## src/rtl/logic_pkg.sv

```systemverilog
// Shared constants and types for the sequential cells of the digital-logic device library.
// Holds the modulus floor, direction encodings and the counter operation selector.
package logic_pkg;

    localparam int unsigned MOD_MIN  = 32'd2;
    localparam logic        DIR_DOWN = 1'b0;
    localparam logic        DIR_UP   = 1'b1;

    typedef enum logic [1:0] {
        OP_HOLD  = 2'd0,
        OP_COUNT = 2'd1,
        OP_LOAD  = 2'd2,
        OP_CLR   = 2'd3
    } op_e;

endpackage

```

## src/rtl/logic_modstep.sv

```systemverilog
// Combinational modulo-N step: next count value and wrap indication from (q, up).
// Kept standalone so a presettable divider can reuse the same step rule.
module logic_modstep
    import logic_pkg::*;
#(
    parameter int unsigned      WIDTH   = 32'd4,
    parameter longint unsigned  MODULUS = 64'd16
) (
    input  logic [WIDTH-1:0] i_q,
    input  logic             i_up,
    output logic [WIDTH-1:0] o_next,
    output logic             o_wrap
);

    localparam logic [WIDTH-1:0] MAX_Q = WIDTH'(MODULUS - 64'd1);

    logic [WIDTH:0] w_q_ext;
    logic [WIDTH:0] w_max_ext;

    // Extra top bit keeps the terminal compare exact even when MODULUS == 2^WIDTH.
    assign w_q_ext   = {1'b0, i_q};
    assign w_max_ext = {1'b0, MAX_Q};

    // Step up or down, folding back at the modulus boundary.
    always_comb begin
        o_next = i_q;
        o_wrap = 1'b0;
        if (i_up == DIR_UP) begin
            if (w_q_ext == w_max_ext) begin
                o_next = '0;
                o_wrap = 1'b1;
            end else begin
                o_next = i_q + WIDTH'(1'b1);
                o_wrap = 1'b0;
            end
        end else begin
            if (w_q_ext == '0) begin
                o_next = MAX_Q;
                o_wrap = 1'b1;
            end else begin
                o_next = i_q - WIDTH'(1'b1);
                o_wrap = 1'b0;
            end
        end
    end

endmodule

```

## src/rtl/logic_modcounter.sv

```systemverilog
// Up/down modulo-N counter with synchronous clear, clamped parallel load,
// combinational terminal count and registered wrap / load-error pulses.
module logic_modcounter
    import logic_pkg::*;
#(
    parameter int unsigned      WIDTH   = 32'd4,
    parameter longint unsigned  MODULUS = 64'd16
) (
    input  logic             clk,
    input  logic             rst_n,
    input  logic             i_en,
    input  logic             i_up,
    input  logic             i_clr,
    input  logic             i_load,
    input  logic [WIDTH-1:0] i_din,
    output logic [WIDTH-1:0] o_q,
    output logic             o_tc,
    output logic             o_wrap,
    output logic             o_load_err
);

    localparam logic [WIDTH:0]   MOD_W = (WIDTH+1)'(MODULUS);
    localparam logic [WIDTH-1:0] MAX_Q = WIDTH'(MODULUS - 64'd1);

    if ((WIDTH < 32'd1) || (WIDTH > 32'd32)) begin : g_bad_width
        $error("logic_modcounter: WIDTH must be 1..32");
    end
    if ((MODULUS < 64'(MOD_MIN)) || (MODULUS > (64'd1 << WIDTH))) begin : g_bad_modulus
        $error("logic_modcounter: MODULUS must be 2..2^WIDTH");
    end

    logic [WIDTH-1:0] r_q;
    logic             r_wrap;
    logic             r_load_err;

    logic [WIDTH-1:0] w_step_q;
    logic             w_step_wrap;
    logic [WIDTH-1:0] w_load_q;
    logic             w_load_err;
    op_e              w_op;

    logic_modstep #(
        .WIDTH   (WIDTH),
        .MODULUS (MODULUS)
    ) u_step (
        .i_q    (r_q),
        .i_up   (i_up),
        .o_next (w_step_q),
        .o_wrap (w_step_wrap)
    );

    // Operation priority: clear over load over count.
    always_comb begin
        w_op = OP_HOLD;
        if (i_clr) begin
            w_op = OP_CLR;
        end else if (i_load) begin
            w_op = OP_LOAD;
        end else if (i_en) begin
            w_op = OP_COUNT;
        end else begin
            w_op = OP_HOLD;
        end
    end

    // Out-of-range load values are clamped to the top count and flagged.
    always_comb begin
        w_load_q   = i_din;
        w_load_err = 1'b0;
        if ({1'b0, i_din} < MOD_W) begin
            w_load_q   = i_din;
            w_load_err = 1'b0;
        end else begin
            w_load_q   = MAX_Q;
            w_load_err = 1'b1;
        end
    end

    // Count state and one-cycle event flags.
    always_ff @(posedge clk or negedge rst_n) begin
        if (!rst_n) begin
            r_q        <= '0;
            r_wrap     <= 1'b0;
            r_load_err <= 1'b0;
        end else begin
            case (w_op)
                OP_CLR: begin
                    r_q        <= '0;
                    r_wrap     <= 1'b0;
                    r_load_err <= 1'b0;
                end
                OP_LOAD: begin
                    r_q        <= w_load_q;
                    r_wrap     <= 1'b0;
                    r_load_err <= w_load_err;
                end
                OP_COUNT: begin
                    r_q        <= w_step_q;
                    r_wrap     <= w_step_wrap;
                    r_load_err <= 1'b0;
                end
                default: begin
                    r_q        <= r_q;
                    r_wrap     <= 1'b0;
                    r_load_err <= 1'b0;
                end
            endcase
        end
    end

    assign o_q        = r_q;
    assign o_wrap     = r_wrap;
    assign o_load_err = r_load_err;
    assign o_tc       = (i_up == DIR_UP) ? (r_q == MAX_Q) : (r_q == '0);

endmodule

```

## config.mk

```make
export PLATFORM = sky130hd
export DESIGN_NAME = logic_modcounter
export DESIGN_NICKNAME = d
export VERILOG_FILES = /design/src/rtl/logic_pkg.sv /design/src/rtl/logic_modstep.sv /design/src/rtl/logic_modcounter.sv
export SDC_FILE = /design/constraint.sdc
export NUM_CORES = 1
export LEC_CHECK = 0
export BUFFER_PORTS_ARGS = -buffer_cell sky130_fd_sc_hd__buf_2
export CAP_MARGIN = 10
export CORE_AREA = 2 2 39 41
export DETAILED_ROUTE_END_ITERATION = 10
export DIE_AREA = 0 0 41 43
export SLEW_MARGIN = 20
export SYNTH_ARGS = -nofsm -noshare
export SYNTH_HDL_FRONTEND = slang
export SYNTH_HIERARCHICAL = 1
export SYNTH_SLANG_ARGS = --single-unit
```

## constraint.sdc

```tcl
create_clock -name clk -period 1.5 [get_ports clk]
set_input_delay 0.075 -clock clk [delete_from_list [all_inputs] [get_ports clk]]
set_output_delay 0.075 -clock clk [all_outputs]
set_load 0.03 [all_outputs]
```

==> results of run 1 <==
-- metal layers --
| layer | vias to the layer above | routed length (µm) | global-route usage, % |
|---|---|---|---|
| met1 | 235 | 530 | 22.3 |
| met3 | 2 | 121 | 5.24 |
| met5 | - | 0 | 0 |
| met2 | 25 | 595 | 23.8 |
| li1 | 259 | - | - |
| met4 | 0 | 24 | 6.67 |
-- power by group through the flow --
stage	clock network, mW	logic (mW)	registers, mW
final	0.160	0.237	0.157
after global routing	0.177	0.259	0.158
after CTS	0.165	0.214	0.156
after detailed placement	0	0.189	0.159
after global placement	0	0.189	0.159
after floorplan	0	0.0979	0.179
-- stage by stage --
step	util, %	power (mW)	std cells
2_1_floorplan	-	0.277	55
3_3_place_gp	45.6	0.348	93
3_5_place_dp	45.6	0.348	93
4_1_cts	51.2	0.534	101
5_1_grt	54.0	0.594	102
6_report	54.0	0.554	102
-- layout by cell type, fill, tap and decap left out, drive strengths merged, types with 3 or more instances in the layout --
cell     n
o21ai    5
nand2    5
inv      6
a22oi    5
ha       5
mux2i    3
dfrtp    5
clkbuf   4
buf     28
-- layout make-up --
cell class | count | area (µm²)
flip-flops and latches | 5 | 129
repair buffers | 29 | 196
well taps | 16 | 20.0
clock buffers | 4 | 26.3
fillers | 129 | 637
inverters | 6 | 22.5
multi-input cells | 42 | 353
-- sequential cells by signal, summed over array words and instances, names as in the netlist --
name	flops
o_q	4
o_wrap	1
-- worst min-delay path, stage by stage --
cell	delay [ps]
sky130_fd_sc_hd__buf_2	80
sky130_fd_sc_hd__a22oi_1	50
sky130_fd_sc_hd__o21ai_1	110
-- cell families after synthesis --
kind of cell               Yosys count
adders and majority gates            5
AOI/OAI and AO/OA                   16
DFF                                  5
buffers and inverters                8
xor gates and xnor gates             2
and+or+nand+nor                     15
muxes                                3
other                                1
-- worst max-delay path by stage --
stage                 from  endpoint  slack [ps]  cells after the start
detailed placement  o_q[1]    o_q[3]         -20                      5
finish              o_q[2]      o_tc        -100                      3
global placement    o_q[1]    o_q[0]          10                      7
floorplan           o_q[1]    o_q[3]         -60                      5
CTS                 o_q[1]      o_tc         -90                      3
global route        o_q[2]      o_tc        -130                      3
-- repair_timing --
action / CTS / global route
pin swaps: 1 / 5
cloned: 0 / 0
gates resized for setup: 5 / 7
endpoints found under the setup margin: 3 / 4
setup buffers: 3 / 1
hold endpoints to repair: 5 / 0
hold buffers: 1 / 0
==> results by group, run 1 <==
Place
  • Setup WS pre-CTS: -21.7 ps
  • Half-perimeter wire length of the detailed placement result: 937 µm
  • Final weighted congestion in routability-driven placement: 0.716
  • Port Buf Inserts: 15
  • Placed standard-cell area: 631 µm²

Setup path
  • Delay of the slowest cell on the worst path: 550 ps
  • Number of buffers and inverters on the critical path: 1
  • Cell-by-cell listing of the critical path: or4_4, mux2i_4, buf_6
  • Launching point of the worst reg2reg path: o_q[1]
  • Reg-to-reg slack, setup: -50 ps
  • CP delay by family, top: simple AND/OR/NAND/NOR gates
  • R2R Path End: o_q[3]
  • Endpoint required time on the critical path: 1420 ps
  • Slowest cell on the critical path: sky130_fd_sc_hd__or4_4
  • Critical Path AT: 1520 ps
  • Critical path fanouts, max: 4
  • Logic depth of the worst register-to-register path: 5
  • WS Path Type: flop to output pin
  • Type of origin of the critical path: flop
  • Crit. End Element: output pin

Clocking
  • Buffers from clock root to sink, at most: 2
  • Root Buffer Master: sky130_fd_sc_hd__clkbuf_4
  • Clock buffer count from CTS: 3
  • Clk_lat worst skew: 240 ps
  • TritonCTS clock tree: done
  • H-tree lvl count: 1
  • CTS clk-pin slew, worst paths: 40 ps
  • Clock net sink count: 5

STA
  • Clock tree skew after final layout: 0.332 ps
  • Tcrit/Tclk final: 106%
  • Final worst path period need: 1600 ps
  • Final hold slack: 106 ps
  • Setup repair after global routing missed its margin: yes
  • Final-report setup violation count: 2
  • Setup TNS Final: -150 ps
  • PnR worst setup slack: -97.4 ps
  • Pins over their slew limit: 0
  • Highest Clock Rate: 626 MHz
  • Hold Violations, Final: 0

Hold path
  • Worst hold path class: primary input to flop
  • Worst Hold Path Cells: 3
  • Beginning of the worst hold path: i_din[0]
  • Hold endpoint: o_q[0]

GRT
  • Maximum number of pins on one net before global-route repair: 8
  • Number of global-route vias before repair: 494
  • Number of antenna violations at the first check in global routing: 0
  • Wire length of the first global-routing pass: 2030 µm
  • Total congestion overflow: 0
  • Gr usage total: 16.6%

Synth
  • Syn Nets: 70
  • Xor/xnor cell area share of the yosys netlist: 3.86%
  • Warnings, synthesis: 6
  • Syn_area_per_cell: 8.26 µm²
  • Adder-cell area share of the yosys netlist: 13.8%
  • Synth area leader: sky130_fd_sc_hd__dfrtp_1
  • Synthesized-area fraction occupied by and/or/nand/nor cells: 17.4%
  • Largest family of logic cells by synthesized area: compound AO/OA/AOI/OAI gates
  • Proportion of register bits with asynchronous set or reset after synthesis: 100%
  • Primary FF master, synth: sky130_fd_sc_hd__dfrtp_1
  • FF+latch count, synth: 5
  • Combined area of all synthesized cells: 454 µm²
  • Cells taking the most area after synthesis: sky130_fd_sc_hd__dfrtp_1 (28%), sky130_fd_sc_hd__ha_1 (14%), sky130_fd_sc_hd__a22oi_1 (8.3%), sky130_fd_sc_hd__mux2i_1 (6.6%), sky130_fd_sc_hd__o21ai_0 (5.5%)
  • Synth cell types: 24
  • Sequential element share of the synthesized area: 27.5%
  • Post-synth EDFFs: 0
  • Mux cell area share after synthesis: 6.61%
  • Gate Count Post-Synth: 55
  • Fraction of the mapped netlist area in compound gates: 22.6%
  • Fraction of synthesized cell area taken by the top area cell type: 27.5%

Detailed routing
  • Initial drt markers: 11
  • Number of detailed-route iterations in the first pass: 4
  • Detailed Route WL: 1270 µm
  • Vias: 521
  • Average routed wire per standard cell: 12.5 µm
  • Avg Vias per Cell: 5.11
  • Residual DRC: 0
  • Remaining antenna violation count after routing: 0

Cells and area
  • Share of layout cells above drive strength 1: 53.5%
  • Post-layout net count: 102
  • Final instance area: 747 µm²
  • Layout-stage area growth over the synthesis result: 64.5%
  • Antenna diode instance count: 0

Power
  • Comb power frac: 42.7%
  • Leakage power: 0.364 nW
  • Pwr dens: 741 nW/µm²
  • Net Sw Frac: 33.9%
  • Reg power frac: 28.4%
  • Part of the total power dissipated in the clock network: 28.9%
  • Total internal power: 366 µW
  • Worst-case vdd ir drop: 0.456 mV
  • Power dissipated by switching net loads: 188 µW

Run
  • Max-Cap Viols: 0

Floorplan
  • Die Height: 43 µm
  • Starting utilization of the core area: 32.8%
  • I/O pin total: 17
  • Chip width: 41 µm
  • Cell row count: 14
  • Core region area: 1380 µm²
  • Die area: 1760 µm²

Run status
  • Status: complete, but fails checks
  • Violated checks: setup timing
(Power assumes the default switching activity.)
==> run 2: changes to the inputs <==
--- a/config.mk
+++ b/config.mk
@@ -10,6 +10,7 @@
 export CORE_AREA = 2 2 39 41
 export DETAILED_ROUTE_END_ITERATION = 10
 export DIE_AREA = 0 0 41 43
+export REMOVE_ABC_BUFFERS = 1
 export SLEW_MARGIN = 20
 export SYNTH_ARGS = -nofsm -noshare
 export SYNTH_HDL_FRONTEND = slang
==> run 2 against run 1 <==
The run still ends with setup timing left. Cell count rose by 2.0%. Count of clock-buffer cells in the layout is the same. Clock power barely moved. Flip-flop and latch count stayed put. Die area did not move. Worst hold slack improved by 24 ps. Clock skew rose by 5.0 ps. Via count is 2.7% higher.
==> results by group, run 2 (synthesis gave the netlist of run 1 again) <==
Run status
  • Status: complete, but fails checks
  • Violated checks: setup timing

Setup path
  • Slowest cell on the critical path: sky130_fd_sc_hd__or4_1
  • Type of origin of the critical path: flop
  • Cell-by-cell listing of the critical path: buf_6, or4_1, mux2i_1, buf_4
  • Reg-to-reg slack, setup: -90 ps
  • Critical path fanouts, max: 2
  • Crit. End Element: output pin
  • Critical Path AT: 1560 ps
  • Endpoint required time on the critical path: 1420 ps
  • WS Path Type: flop to output pin
  • Delay of the slowest cell on the worst path: 500 ps

Floorplan
  • Chip width: 41 µm
  • Core region area: 1380 µm²
  • Starting utilization of the core area: 32.8%
  • Die area: 1760 µm²
  • Die Height: 43 µm
  • Cell row count: 14
  • I/O pin total: 17

GRT
  • Gr usage total: 17.9%
  • Number of global-route vias before repair: 540
  • Wire length of the first global-routing pass: 2100 µm
  • Total congestion overflow: 0
  • Number of antenna violations at the first check in global routing: 0
  • Maximum number of pins on one net before global-route repair: 10

Power
  • Reg power frac: 28.9%
  • Power dissipated by switching net loads: 175 µW
  • Net Sw Frac: 33.6%
  • Pwr dens: 731 nW/µm²
  • Leakage power: 0.381 nW
  • Total internal power: 347 µW
  • Worst-case vdd ir drop: 0.412 mV
  • Comb power frac: 41.0%
  • Part of the total power dissipated in the clock network: 30.1%

STA
  • Pins over their slew limit: 0
  • Clock tree skew after final layout: 5.28 ps
  • Tcrit/Tclk final: 109%
  • Setup repair after global routing missed its margin: yes
  • PnR worst setup slack: -137 ps
  • Highest Clock Rate: 611 MHz
  • Final-report setup violation count: 4
  • Hold Violations, Final: 0
  • Final worst path period need: 1640 ps
  • Setup TNS Final: -236 ps

Clocking
  • TritonCTS clock tree: done
  • H-tree lvl count: 1
  • Clock net sink count: 5
  • Clock buffer count from CTS: 3
  • Clk_lat worst skew: 240 ps
  • Root Buffer Master: sky130_fd_sc_hd__clkbuf_4
  • Buffers from clock root to sink, at most: 2
  • CTS clk-pin slew, worst paths: 40 ps

Detailed routing
  • Detailed Route WL: 1260 µm
  • Initial drt markers: 4
  • Vias: 535
  • Average routed wire per standard cell: 12.1 µm
  • Avg Vias per Cell: 5.14
  • Number of detailed-route iterations in the first pass: 3
  • Remaining antenna violation count after routing: 0
  • Residual DRC: 0

Cells and area
  • Number of inserted filler cells in the final layout: 150
  • Sequential cell area: 125 µm²
  • Most common cell after layout, fill and taps aside: sky130_fd_sc_hd__buf_2
  • Footprint of the multi-input gates: 309 µm²
  • Share of layout cells above drive strength 1: 44.3%
  • Post-layout net count: 104
  • Antenna diode instance count: 0
  • Leading cell types in the layout, fill and taps excluded: sky130_fd_sc_hd__buf_2 (14), sky130_fd_sc_hd__buf_4 (13), sky130_fd_sc_hd__inv_1 (5), sky130_fd_sc_hd__nand2_1 (5), sky130_fd_sc_hd__dfrtp_1 (5)
  • Layout-stage area growth over the synthesis result: 57.3%
  • Max FFs per register: 4

Run
  • Max-Cap Viols: 0

Place
  • Final weighted congestion in routability-driven placement: 0.761
  • Setup WS pre-CTS: -82.8 ps
  • Half-perimeter wire length of the detailed placement result: 965 µm
  • Port Buf Inserts: 15

Hold path
  • Worst hold path class: primary input to flop
-- run 2: cell count changes in the layout (fill, tap and decap cells not counted), sizes merged --
cell	change
buf	+2
-- run 2: power by group through the flow --
stage | logic (mW) | clock network, mW | registers [mW]
after floorplan | 0.0817 | 0 | 0.177
after global placement | 0.182 | 0 | 0.153
after detailed placement | 0.183 | 0 | 0.153
after CTS | 0.208 | 0.166 | 0.151
after global routing | 0.237 | 0.179 | 0.152
final | 0.214 | 0.157 | 0.151
-- run 2: final timing paths --
path                           from     end  depth (start not counted)
max                          o_q[1]    o_tc                          4
min                        i_din[0]  o_q[0]                          3
max reg2reg                  o_q[1]  o_q[3]                          6
min reg2reg                  o_q[3]  o_q[3]                          3
max in group asynchronous     rst_n  o_q[2]                          2
min in group asynchronous     rst_n  o_wrap                          2
-- run 2: metal layers --
layer / vias up / wire (µm) / GRT usage (%)
met5: - / 0 / 0
met4: 0 / 31 / 12.0
met3: 4 / 64 / 7.33
met2: 20 / 650 / 28.7
met1: 246 / 514 / 17.5
li1: 265 / - / -
-- run 2: worst max-delay path: cells and delay by family (launching register included) --
family	cells	cell delay, ps
AND/OR/NAND/NOR	1	500
buffers and inverters	2	290
flip-flops	1	390
multiplexers	1	130
-- run 2: final cells by class --
cell class	instances	share of cell area (%)
clock buffer	4	3.68
inverter	6	3.15
multi-input combinational	42	43.3
sequential	5	17.5
tap	16	2.80
timing repair buffer	31	29.6
-- run 2: per-stage QoR --
stage               cell area [µm²]  hold slack, ps  instances  util [%]  power, mW
floorplan                       443            -221         53         -      0.259
global placement                606            -104         93      43.8      0.334
detailed placement              606            -104         93      43.8      0.336
CTS                             701             122        103      50.6      0.524
global route                    714             133        104      51.6      0.568
finish                          714             130        104      51.6      0.522
-- run 2: what timing repair did --
item | CTS | global route
resized for setup | 8 | 2
hold buffers | 1 | 0
pin swaps | 3 | 3
endpoints found under the setup margin | 3 | 4
setup buffers | 5 | 1
endpoints found under the hold margin | 5 | 0
